File: src/rtl/wb_interconnect_1xn.sv
// Single-master, N-slave classic Wishbone shared-bus interconnect with
// prefix/mask decode, registered slave select, decode-error and watchdog timeout.
module wb_interconnect_1xn #(
    parameter int NUM_SLAVES = 3,
    parameter int ADR_W      = 32,
    parameter int DAT_W      = 32,
    parameter int TIMEOUT    = 16
) (
    input  logic                          clk_i,
    input  logic                          rst_i,
    input  logic                          m_cyc_i,
    input  logic                          m_stb_i,
    input  logic                          m_we_i,
    input  logic [ADR_W-1:0]              m_adr_i,
    input  logic [DAT_W-1:0]              m_dat_i,
    input  logic [DAT_W/8-1:0]            m_sel_i,
    output logic [DAT_W-1:0]              m_dat_o,
    output logic                          m_ack_o,
    output logic                          m_err_o,
    input  logic [NUM_SLAVES*ADR_W-1:0]   slv_adr_prefix,
    input  logic [NUM_SLAVES*ADR_W-1:0]   slv_adr_mask,
    output logic [NUM_SLAVES-1:0]         s_cyc_o,
    output logic [NUM_SLAVES-1:0]         s_stb_o,
    output logic                          s_we_o,
    output logic [ADR_W-1:0]              s_adr_o,
    output logic [DAT_W-1:0]              s_dat_o,
    output logic [DAT_W/8-1:0]            s_sel_o,
    input  logic [NUM_SLAVES*DAT_W-1:0]   s_dat_i,
    input  logic [NUM_SLAVES-1:0]         s_ack_i,
    input  logic [NUM_SLAVES-1:0]         s_err_i,
    output logic                          decerr_o,
    output logic                          timeout_o
);

    localparam int SEL_W = (NUM_SLAVES > 1) ? $clog2(NUM_SLAVES) : 1;
    localparam int TMR_W = (TIMEOUT > 1) ? $clog2(TIMEOUT) : 1;
    localparam logic [TMR_W-1:0] TMR_LAST = TMR_W'((TIMEOUT > 0) ? TIMEOUT - 1 : 0);

    localparam logic [1:0] ST_IDLE = 2'd0;
    localparam logic [1:0] ST_BUSY = 2'd1;
    localparam logic [1:0] ST_ERR  = 2'd2;

    logic [1:0]            r_state;
    logic [SEL_W-1:0]      r_sel;
    logic [TMR_W-1:0]      r_timer;
    logic                  r_tmo;

    logic [NUM_SLAVES-1:0] w_hit;
    logic                  w_any;
    logic [SEL_W-1:0]      w_win;
    logic [NUM_SLAVES-1:0] w_sel_onehot;
    logic                  w_sel_ack;
    logic                  w_sel_err;
    logic [DAT_W-1:0]      w_sel_dat;
    logic                  w_busy;
    logic                  w_err_st;

    // A prefix bit outside its mask leaves a residue after the XOR, so that slave never hits.
    always_comb begin
        w_hit = '0;
        for (int k = 0; k < NUM_SLAVES; k++) begin
            w_hit[k] = ((m_adr_i & slv_adr_mask[k*ADR_W +: ADR_W])
                        ^ slv_adr_prefix[k*ADR_W +: ADR_W]) == '0;
        end
    end

    // Scan downward so the lowest-index hit is written last and wins.
    always_comb begin
        w_win = '0;
        for (int k = NUM_SLAVES - 1; k >= 0; k--) begin
            if (w_hit[k]) begin
                w_win = SEL_W'(k);
            end
        end
    end

    assign w_any = |w_hit;

    always_comb begin
        w_sel_onehot = '0;
        w_sel_ack    = 1'b0;
        w_sel_err    = 1'b0;
        w_sel_dat    = '0;
        for (int k = 0; k < NUM_SLAVES; k++) begin
            if (r_sel == SEL_W'(k)) begin
                w_sel_onehot[k] = 1'b1;
                w_sel_ack       = s_ack_i[k];
                w_sel_err       = s_err_i[k];
                w_sel_dat       = s_dat_i[k*DAT_W +: DAT_W];
            end
        end
    end

    assign w_busy   = (r_state == ST_BUSY);
    assign w_err_st = (r_state == ST_ERR);

    assign s_cyc_o   = (w_busy && m_cyc_i) ? w_sel_onehot : '0;
    assign s_stb_o   = (w_busy && m_stb_i) ? w_sel_onehot : '0;
    assign m_ack_o   = w_busy & w_sel_ack;
    assign m_err_o   = (w_busy & w_sel_err) | w_err_st;
    assign m_dat_o   = w_busy ? w_sel_dat : '0;
    assign decerr_o  = w_err_st & ~r_tmo;
    assign timeout_o = w_err_st & r_tmo;

    assign s_we_o  = m_we_i;
    assign s_adr_o = m_adr_i;
    assign s_dat_o = m_dat_i;
    assign s_sel_o = m_sel_i;

    always_ff @(posedge clk_i or posedge rst_i) begin
        if (rst_i) begin
            r_state <= ST_IDLE;
            r_sel   <= '0;
            r_timer <= '0;
            r_tmo   <= 1'b0;
        end else begin
            case (r_state)
                ST_IDLE: begin
                    if (m_cyc_i && m_stb_i) begin
                        if (w_any) begin
                            r_sel   <= w_win;
                            r_timer <= '0;
                            r_state <= ST_BUSY;
                        end else begin
                            r_tmo   <= 1'b0;
                            r_state <= ST_ERR;
                        end
                    end
                end
                ST_BUSY: begin
                    // A slave response on the watchdog's last cycle takes priority over the timeout.
                    if (w_sel_ack || w_sel_err) begin
                        r_state <= ST_IDLE;
                    end else if (!m_cyc_i) begin
                        r_state <= ST_IDLE;
                    end else if ((TIMEOUT != 0) && (r_timer == TMR_LAST)) begin
                        r_tmo   <= 1'b1;
                        r_state <= ST_ERR;
                    end else begin
                        r_timer <= r_timer + TMR_W'(1);
                    end
                end
                ST_ERR: begin
                    r_state <= ST_IDLE;
                end
                default: begin
                    r_state <= ST_IDLE;
                end
            endcase
        end
    end

endmodule

File: config.mk
export PLATFORM = sky130hd
export DESIGN_NAME = wb_interconnect_1xn
export DESIGN_NICKNAME = d
export VERILOG_FILES = /design/src/rtl/wb_interconnect_1xn.sv
export SDC_FILE = /design/constraint.sdc
export NUM_CORES = 1
export LEC_CHECK = 0
export BUFFER_PORTS_ARGS = -buffer_cell sky130_fd_sc_hd__buf_4
export CAP_MARGIN = 20
export CORE_AREA = 2 2 186 188
export DETAILED_ROUTE_END_ITERATION = 7
export DIE_AREA = 0 0 188 190
export GPL_ROUTABILITY_DRIVEN = 0
export PLACE_DENSITY = 0.47
export SLEW_MARGIN = 20
export SYNTH_ARGS = -nofsm -noshare
export SYNTH_HDL_FRONTEND = slang
export SYNTH_SLANG_ARGS = --single-unit
File: constraint.sdc
create_clock -name clk_i -period 1.98 [get_ports clk_i]
set_clock_uncertainty 0.2 [all_clocks]
set_input_delay 0.099 -clock clk_i [delete_from_list [all_inputs] [get_ports clk_i]]
set_output_delay 0.099 -clock clk_i [all_outputs]
set_load 0.03 [all_outputs]
[Word level (Yosys, flattened, before mapping)]
Cells that the tools add are included.
Cells by class
  $add $sub $neg: 1
  eq/ne operators: 13
  mux-type cells: 36
  bitwise logic cells: 12
  reduce and logical (&&, ||, !) cells: 15
Operators with widths (number)
  $mux W32: 4
  $and A32 B32 Y32: 3
  $logic_not A32 Y1: 3
  $xor A32 B32 Y32: 3
  $mux W4: 5
  $mux W2: 8
  $mux W1: 14
  $ne A2 B2 Y1 const B: 6
  $reduce_and A6 Y1: 2
  $pmux W4 S2: 1
  $mux W3: 2
  $add A4 B1 Y4 const B: 1
  $and A1 B1 Y1: 4
  $eq A2 B1 Y1 const B: 2
  $eq A2 B2 Y1 const B: 2
  $eq A4 B4 Y1 const B: 1
  $logic_not A2 Y1: 2
  $ne A4 B2 Y1 const B: 1
  $pmux W2 S2: 1
  $logic_and A1 B1 Y1: 3
  $reduce_and A3 Y1: 1
  $reduce_or A3 Y1: 1
  $ne A2 B1 Y1 const B: 1
  $pmux W1 S2: 1
  other kinds (5): 5
Storage, ports and cells
  register bits after elaboration: 9
  input bits: 367
  output and inout bits: 111
  word-level logic and storage cells: 81

[Logic depth before layout (Yosys ltp)]
Gate-level depths: netlist of the first run.
  depth in word-level cells: 7
  depth in mapped cells: 9
  mapped depth without buffers: 7

[Worst setup path before layout of the first run]
Ideal clock, no wire load.
  path kind: register to output
  from: register r_sel[0]
  to: output m_dat_o[18]
  data arrival time: 1.932 ns
  required time: 1.681 ns
  setup slack: -0.251 ns
  cell stages (with the launch flop): 8
  path through: dfrtp_1 > clkbuf_1 > buf_2 > buf_1 > mux2i_1 > nor2_1 > a21oi_1 > nor2_1
Between the ends
  longest elaborated chain between the ends: 5
  elaborated cells between the ends (all ways): 7
  classes of those cells: eq/ne: 2; mux: 4; reduce/logical: 1
Ends and longest elaborated chain
  start, declared: RTL line 44  | logic [SEL_W-1:0] r_sel;
  start signal, assigned: RTL line 121  | r_sel <= w_win;
  $logic_not A2 Y1: RTL line 85  | if (r_sel == SEL_W'(k)) begin
  $mux W32 (2 in series): RTL line 85
  $mux W32 *: RTL line 85
  $mux W32 *: RTL line 101  | assign m_dat_o = w_busy ? w_sel_dat : '0;
  end, declared: RTL line 17  | output logic [DAT_W-1:0] m_dat_o,
Every way passes the cells marked *; elsewhere a longest branch is shown, timed or not.

[Worst setup path after layout of the first run]
  from: register r_sel[0]
  to: register r_timer[1]
Between the ends
  longest elaborated chain between the ends: 7
  elaborated cells between the ends (all ways): 12
  classes of those cells: eq/ne: 3; mux: 6; reduce/logical: 3
Ends and longest elaborated chain
  $logic_not A2 Y1: RTL line 85
  $mux W1 (3 in series): RTL line 85
  $logic_or A1 B1 Y1 *: RTL line 132  | if (w_sel_ack || w_sel_err) begin
  $ne A2 B2 Y1 (no line) *
  $reduce_and A6 Y1 (no line) *
  end signal, assigned: RTL line 140  | r_timer <= r_timer + TMR_W'(1);
  end, declared: RTL line 45  | logic [TMR_W-1:0] r_timer;
Marked as above.
A chain may end at the register's enable or synchronous reset.

==> impl_metrics.csv, run 1 <==
group,metric,value,unit
outcome,status,"complete, but fails checks",
outcome,violations,"setup timing",
setup_path,worstPathArrival,2160,ps
timing,post-route-period-util,1.11,
detailed_routing,viasPerCell,4.10,
clock_tree,clkSlewWorstSetupHoldPaths,40,ps
synth,ys.flop_type,"dfrtp_1",
power_and_ir_drop,total_power,1.90,mW
placed_design,io_buffers,403,
setup_path,cp_slowest_cell,"a2111oi_4",
timing,setup_viol_count_final,36,
synth,ys_top_cells_by_area,"buf_4 (14%), a21oi_1 (11%), mux2i_1 (9.3%)",
die,fp.coreArea,33900,um^2
clock_tree,cts_tree,"yes",
grt,grt_start_max_net_pins,34,
synth,async_flop_share,1.00,
timing,hold_viol,0,
detailed_routing,drt_iter0_markers,170,
setup_path,critical_path_buf_inv_count,0,
die,initial_core_util,0.108,
detailed_routing,dr_total_vias,5874,
setup_path,startpoint_type,"flip-flop",
synth,yosysTopAreaCell,"buf_4",
hold_path,hold_path.class,"in -> reg",
synth,ys_types,43,
clock_tree,clockRootBuffer,"clkbuf_16",
die,rows,68,
finish,mostFrequentLayoutCell,"buf_4",
synth,syn_inst,537,
grt,grt_pass1_wl,36400,um
power_and_ir_drop,leakage,4.20,nW
setup_path,crit_family,"compound AO/OA/AOI/OAI gates",
finish,area_growth,132,%
clock_tree,ctsLongestPathBuffers,2,
setup_path,end_kind,"flip-flop",
setup_path,critPathRequiredTime,1940,ps
detailed_routing,wl_per_cell,18.3,um
synth,synth_edf_count,0,
clock_tree,clock_latency,230,ps
run,maxCapViolations,0,
placed_design,dp_worst_setup_slack,-766,ps
setup_path,critical_path_peak_fanout,5,
synth,yosysTopAreaCellShare,0.141,
timing,layout_setup_ws,-225,ps
grt,antenna_found_initial,1,
setup_path,path_cells,"mux2_4 > a22oi_2 > nand4_1 > a2111oi_4 > mux2i_1",
detailed_routing,dr.pass1.iters,4,
timing,fmax,453,MHz
clock_tree,cts.sinks,9,
grt,grt_overflow,0,
synth,synth_seq_area_share,0.0613,
timing,slew_headroom,0.661,
die,die_h,190,um
grt,grt_pass1_vias,5840,
finish,layout_common_cells,"buf_4 (438), a21oi_1 (58), nor2_1 (55)",
finish,layout-drive-gt1-share,0.583,
clock_tree,cts_buffers,3,
timing,rsz0062_at_grt,"true",
die,dieArea,35700,um^2
power_and_ir_drop,vdd_drop_max,0.281,mV
detailed_routing,postRouteAntennaNets,0,
synth,avgSynthCellArea,6.84,um^2
grt,grtUsageTotal,0.135,
detailed_routing,drc,0,
die,num_io_pins,478,
detailed_routing,wl,26200,um
synth,synth-seq-cells,9,
synth,syn_nets,905,
finish,nets,1347,
die,die_w,188,um
finish,fill_cells,3738,
timing,fin_crit,2210,ps
clock_tree,htreeDepth,1,
timing,worst_slew_pin_slew,505,ps
power_and_ir_drop,p_per_area,223,nW/um^2
synth,netlist_area,3670,um^2
setup_path,max_stage_delay,520,ps
synth,yosysWarnings,0,
timing,slew_viol_final,0,
setup_path,worstSetupPathType,"reg -> reg",
placed_design,dp.final_hpwl,21900,um
==> per-layer routing <==
metal	routed length (um)	part of all wire	GRT usage	up-vias
met2	14300	0.55	0.268	303
met4	324	0.012	0.0257	0
met5	0	0	0	-
met1	9910	0.38	0.151	2712
li1	-	-	-	2847
met3	1680	0.064	0.0210	12
==> layout make-up <==
| type | instances | area, um^2 | share of cell area |
|---|---|---|---|
| antenna | 1 | 2.50 | 0.000293 |
| clock buffer | 3 | 75.1 | 0.00880 |
| clock inverter | 1 | 5.00 | 0.000586 |
| inverter | 7 | 26.3 | 0.00308 |
| multi-input combinational | 435 | 3260 | 0.381 |
| sequential | 9 | 226 | 0.0265 |
| tap | 455 | 569 | 0.0667 |
| timing repair buffer | 523 | 4370 | 0.513 |
==> worst paths after layout <==
check	cells past startpoint	start	endpoint	slack (ps)
worst max register to register	5	r_sel[0]$_DFFE_PP0P_	r_timer[1]$_DFFE_PP0P_	-230
min in group asynchronous	3	rst_i	r_timer[1]$_DFFE_PP0P_	230
worst max-delay path	5	r_sel[0]$_DFFE_PP0P_	r_timer[1]$_DFFE_PP0P_	-230
max in group asynchronous	3	rst_i	r_sel[0]$_DFFE_PP0P_	1060
worst min-delay path	3	m_cyc_i	r_tmo$_DFFE_PP0P_	9
worst min register to register	1	r_timer[3]$_DFFE_PP0P_	r_timer[3]$_DFFE_PP0P_	280
==> worst min-delay path, cell delays in order <==
cell     delay [ps]
buf_4           140
nand3_2          90
o32ai_2          70
==> synth_stat cells, types with 3 or more instances <==
| library cell | n |
|---|---|
| nand2_1 | 7 |
| a21oi_1 | 84 |
| nand4_1 | 12 |
| a21boi_0 | 24 |
| inv_1 | 7 |
| and3_1 | 51 |
| buf_1 | 4 |
| nand3_1 | 26 |
| a211oi_1 | 21 |
| nor2_1 | 73 |
| clkbuf_1 | 12 |
| buf_4 | 69 |
| a211oi_2 | 3 |
| o22a_1 | 24 |
| and3b_1 | 23 |
| dfrtp_1 | 9 |
| a21o_1 | 24 |
| mux2i_1 | 34 |
==> timing repair <==
action,4_1_cts,5_1_grt
setup buffers,15,5
setup endpoints to repair,41,45
gates cloned,4,2
endpoints found under the hold margin,46,0
gates resized for setup,75,59
pin swaps,23,47
hold buffers,38,0
==> flip-flops by register name, indices dropped and copies added (netlist names) <==
register	flops
r_sel	2
r_state	2
r_timer	4
r_tmo	1
==> kinds of logic after synthesis <==
family	after synthesis	synth area share
flops	9	0.0613
simple gates	206	0.317
buf+inv	93	0.166
fa+ha+maj	1	0.00340
compound gates	192	0.353
mux	36	0.0987
==> per-stage QoR <==
stage / util / hold WS [ps] / instances / area, um^2 / TNS [ps]
floorplan: - / -273 / 537 / 3720 / -281
CTS: 0.243 / 8.12 / 1430 / 8250 / -3480
finish: 0.251 / 8.64 / 1434 / 8530 / -2460
global placement: 0.213 / -106 / 1370 / 7220 / -5290
detailed placement: 0.213 / -95.1 / 1370 / 7220 / -5380
global route: 0.251 / 26.4 / 1434 / 8530 / -5430
==> power breakdown <==
group	internal, mW	switching, mW	total (mW)
Clock	0.266	0.0908	0.357
Combinational	0.770	0.592	1.36
Sequential	0.186	0.000645	0.187
Power figures use the tool's default switching activity.
==> run 2: changes to the inputs <==
SETUP_SLACK_MARGIN = 0.5   (was unset)
==> run 2 against run 1 <==
  * The run still ends with setup timing left
  * Final area grew 7.1%
  * Worst setup slack lost 45 ps
  * Wire length grew 1.8%
  * Utilization grew 1.8 points
  * Clock power grew 3%
  * Flip-flop and latch count is the same
  * Fmax shrank 2.0%
  * Sequential power is essentially flat
==> impl_metrics.csv, run 2 (synthesis gave the netlist of run 1 again) <==
group,metric,value,unit
timing,layout_setup_ws,-271,ps
clock_tree,cts_buffers,3,
setup_path,end_kind,"flip-flop",
setup_path,cp-startpoint,"r_sel[0]$_DFFE_PP0P_",
grt,grt_start_max_net_pins,33,
outcome,violations,"setup timing",
setup_path,r2r_cells,5,
timing,slew_headroom,0.677,
timing,worst_slew_pin_slew,484,ps
setup_path,worstPathArrival,2210,ps
finish,finalNonFillerCells,1435,
clock_tree,cts.sinks,9,
clock_tree,cts_tree,"yes",
timing,rsz0062_at_grt,"true",
clock_tree,clkSlewWorstSetupHoldPaths,40,ps
die,num_io_pins,478,
power_and_ir_drop,total_power,1.94,mW
setup_path,worstSetupPathType,"reg -> reg",
setup_path,reg2reg_from,"r_sel[0]$_DFFE_PP0P_",
detailed_routing,wl,26700,um
clock_tree,clockRootBuffer,"clkbuf_16",
timing,fin_tns_setup,-4670,ps
finish,fill_cells,3691,
finish,layout-drive-gt1-share,0.638,
setup_path,critPathRequiredTime,1940,ps
finish,area_growth,149,%
finish,reg_top3,"r_timer (4), r_sel (2), r_state (2)",
detailed_routing,dr.pass1.iters,5,
detailed_routing,wl_per_cell,18.6,um
placed_design,dp.cells,1359,
finish,largest_reg_flops,4,
setup_path,worstReg2RegEnd,"r_timer[1]$_DFFE_PP0P_",
finish,fin_util,0.269,
detailed_routing,dr_total_vias,5909,
finish,largest_register,"r_timer",
timing,fmax,444,MHz
die,dieArea,35700,um^2
finish,mostFrequentLayoutCell,"buf_4",
setup_path,startpoint_type,"flip-flop",
die,die_h,190,um
placed_design,placed_area,7430,um^2
detailed_routing,drt_iter0_markers,150,
placed_design,dp.final_hpwl,22100,um
timing,fin_crit,2250,ps
finish,layout_common_cells,"buf_4 (401), buf_6 (62), a21oi_1 (51)",
clock_tree,ctsLongestPathBuffers,2,
die,fp.coreArea,33900,um^2
grt,grtUsageTotal,0.139,
finish,nets,1347,
power_and_ir_drop,vdd_drop_max,0.197,mV
placed_design,io_buffers,403,
power_and_ir_drop,p_per_area,213,nW/um^2
detailed_routing,drc,0,
clock_tree,clock_latency,240,ps
timing,hold_viol,0,
setup_path,reg2reg_slack,-270,ps
setup_path,critical_path_peak_fanout,5,
timing,setup_viol_count_final,39,
grt,grt_pass1_vias,5876,
grt,antenna_found_initial,3,
timing,slew_viol_final,0,
outcome,status,"complete, but fails checks",
clock_tree,htreeDepth,1,
timing,post-route-period-util,1.14,
finish,fin_area,9140,um^2
detailed_routing,viasPerCell,4.12,
grt,grt_pass1_wl,37000,um
detailed_routing,postRouteAntennaNets,0,
setup_path,critPathCapture,"r_timer[1]$_DFFE_PP0P_",
power_and_ir_drop,leakage,4.29,nW
die,rows,68,
die,initial_core_util,0.108,
hold_path,hold_path.class,"in -> reg",
finish,seq_area,228,um^2
die,die_w,188,um
grt,grt_overflow,0,
finish,multi_input_area,3690,um^2
run,maxCapViolations,0,
-- run 2: cell types whose count changed in the layout (fill, tap and decap cells not counted), sizes merged --
cell | previous run | this run
clkbuf | 5 | 3
diode | 1 | 2
buf | 483 | 484
nand2 | 7 | 8
-- run 2: timing repair --
item,in CTS,in global routing
hold endpoints to repair,46,0
pin swaps,31,30
cloned,7,0
gates resized for setup,147,59
endpoints found under the setup margin,51,51
hold buffers,38,0
setup buffers,22,3
-- run 2: area by class of cell --
cell class / instances / share of cell area
clock buffers: 3 / 0.00821
diodes: 2 / 0.000547
flip-flops and latches: 9 / 0.0249
multi-input cells: 436 / 0.403
well taps: 455 / 0.0623
repair buffers: 522 / 0.497
inverters: 7 / 0.00370
clock inverters: 1 / 0.000547
-- run 2: routing by layer --
layer  wire [um]  track usage  vias to the layer above
li1            -            -                     2854
met1       10100        0.154                     2754
met2       14400        0.272                      278
met3        1780       0.0314                       21
met4         365       0.0242                        2
met5          13            0                        -
-- run 2: how the worst min path moves through the flow --
stage | startpoint | cells past startpoint | slack [ps] | end
floorplan | rst_i | 1 | -270 | r_sel[0]$_DFFE_PP0P_
global placement | rst_i | 2 | -100 | r_tmo$_DFFE_PP0P_
detailed placement | rst_i | 2 | -80 | r_tmo$_DFFE_PP0P_
CTS | m_cyc_i | 3 | 90 | r_tmo$_DFFE_PP0P_
global route | m_cyc_i | 3 | 110 | r_tmo$_DFFE_PP0P_
finish | m_cyc_i | 3 | 80 | r_tmo$_DFFE_PP0P_
-- run 2: metrics by stage --
step                hold WS [ps]  worst slack (ps)
floorplan                   -273             -72.0
global placement           -95.6              -714
detailed placement         -78.2              -748
CTS                         90.9              -332
global route                 114              -366
finish                      78.1              -271
-- run 2: where the power goes --
part | internal [mW] | leakage, nW | total [mW] | switching (mW)
clock | 0.267 | 0.0409 | 0.368 | 0.101
sequential | 0.186 | 0.111 | 0.188 | 0.00211
combinational | 0.774 | 4.14 | 1.39 | 0.613
total | 1.23 | 4.29 | 1.94 | 0.716
-- run 2: worst max-delay path, cell delays in order, from the launching register on --
cell and delay, ps:
dfrtp_2 450, mux2_4 320, a22oi_2 220, nand4_1 230, a2111oi_4 530, mux2i_1 220
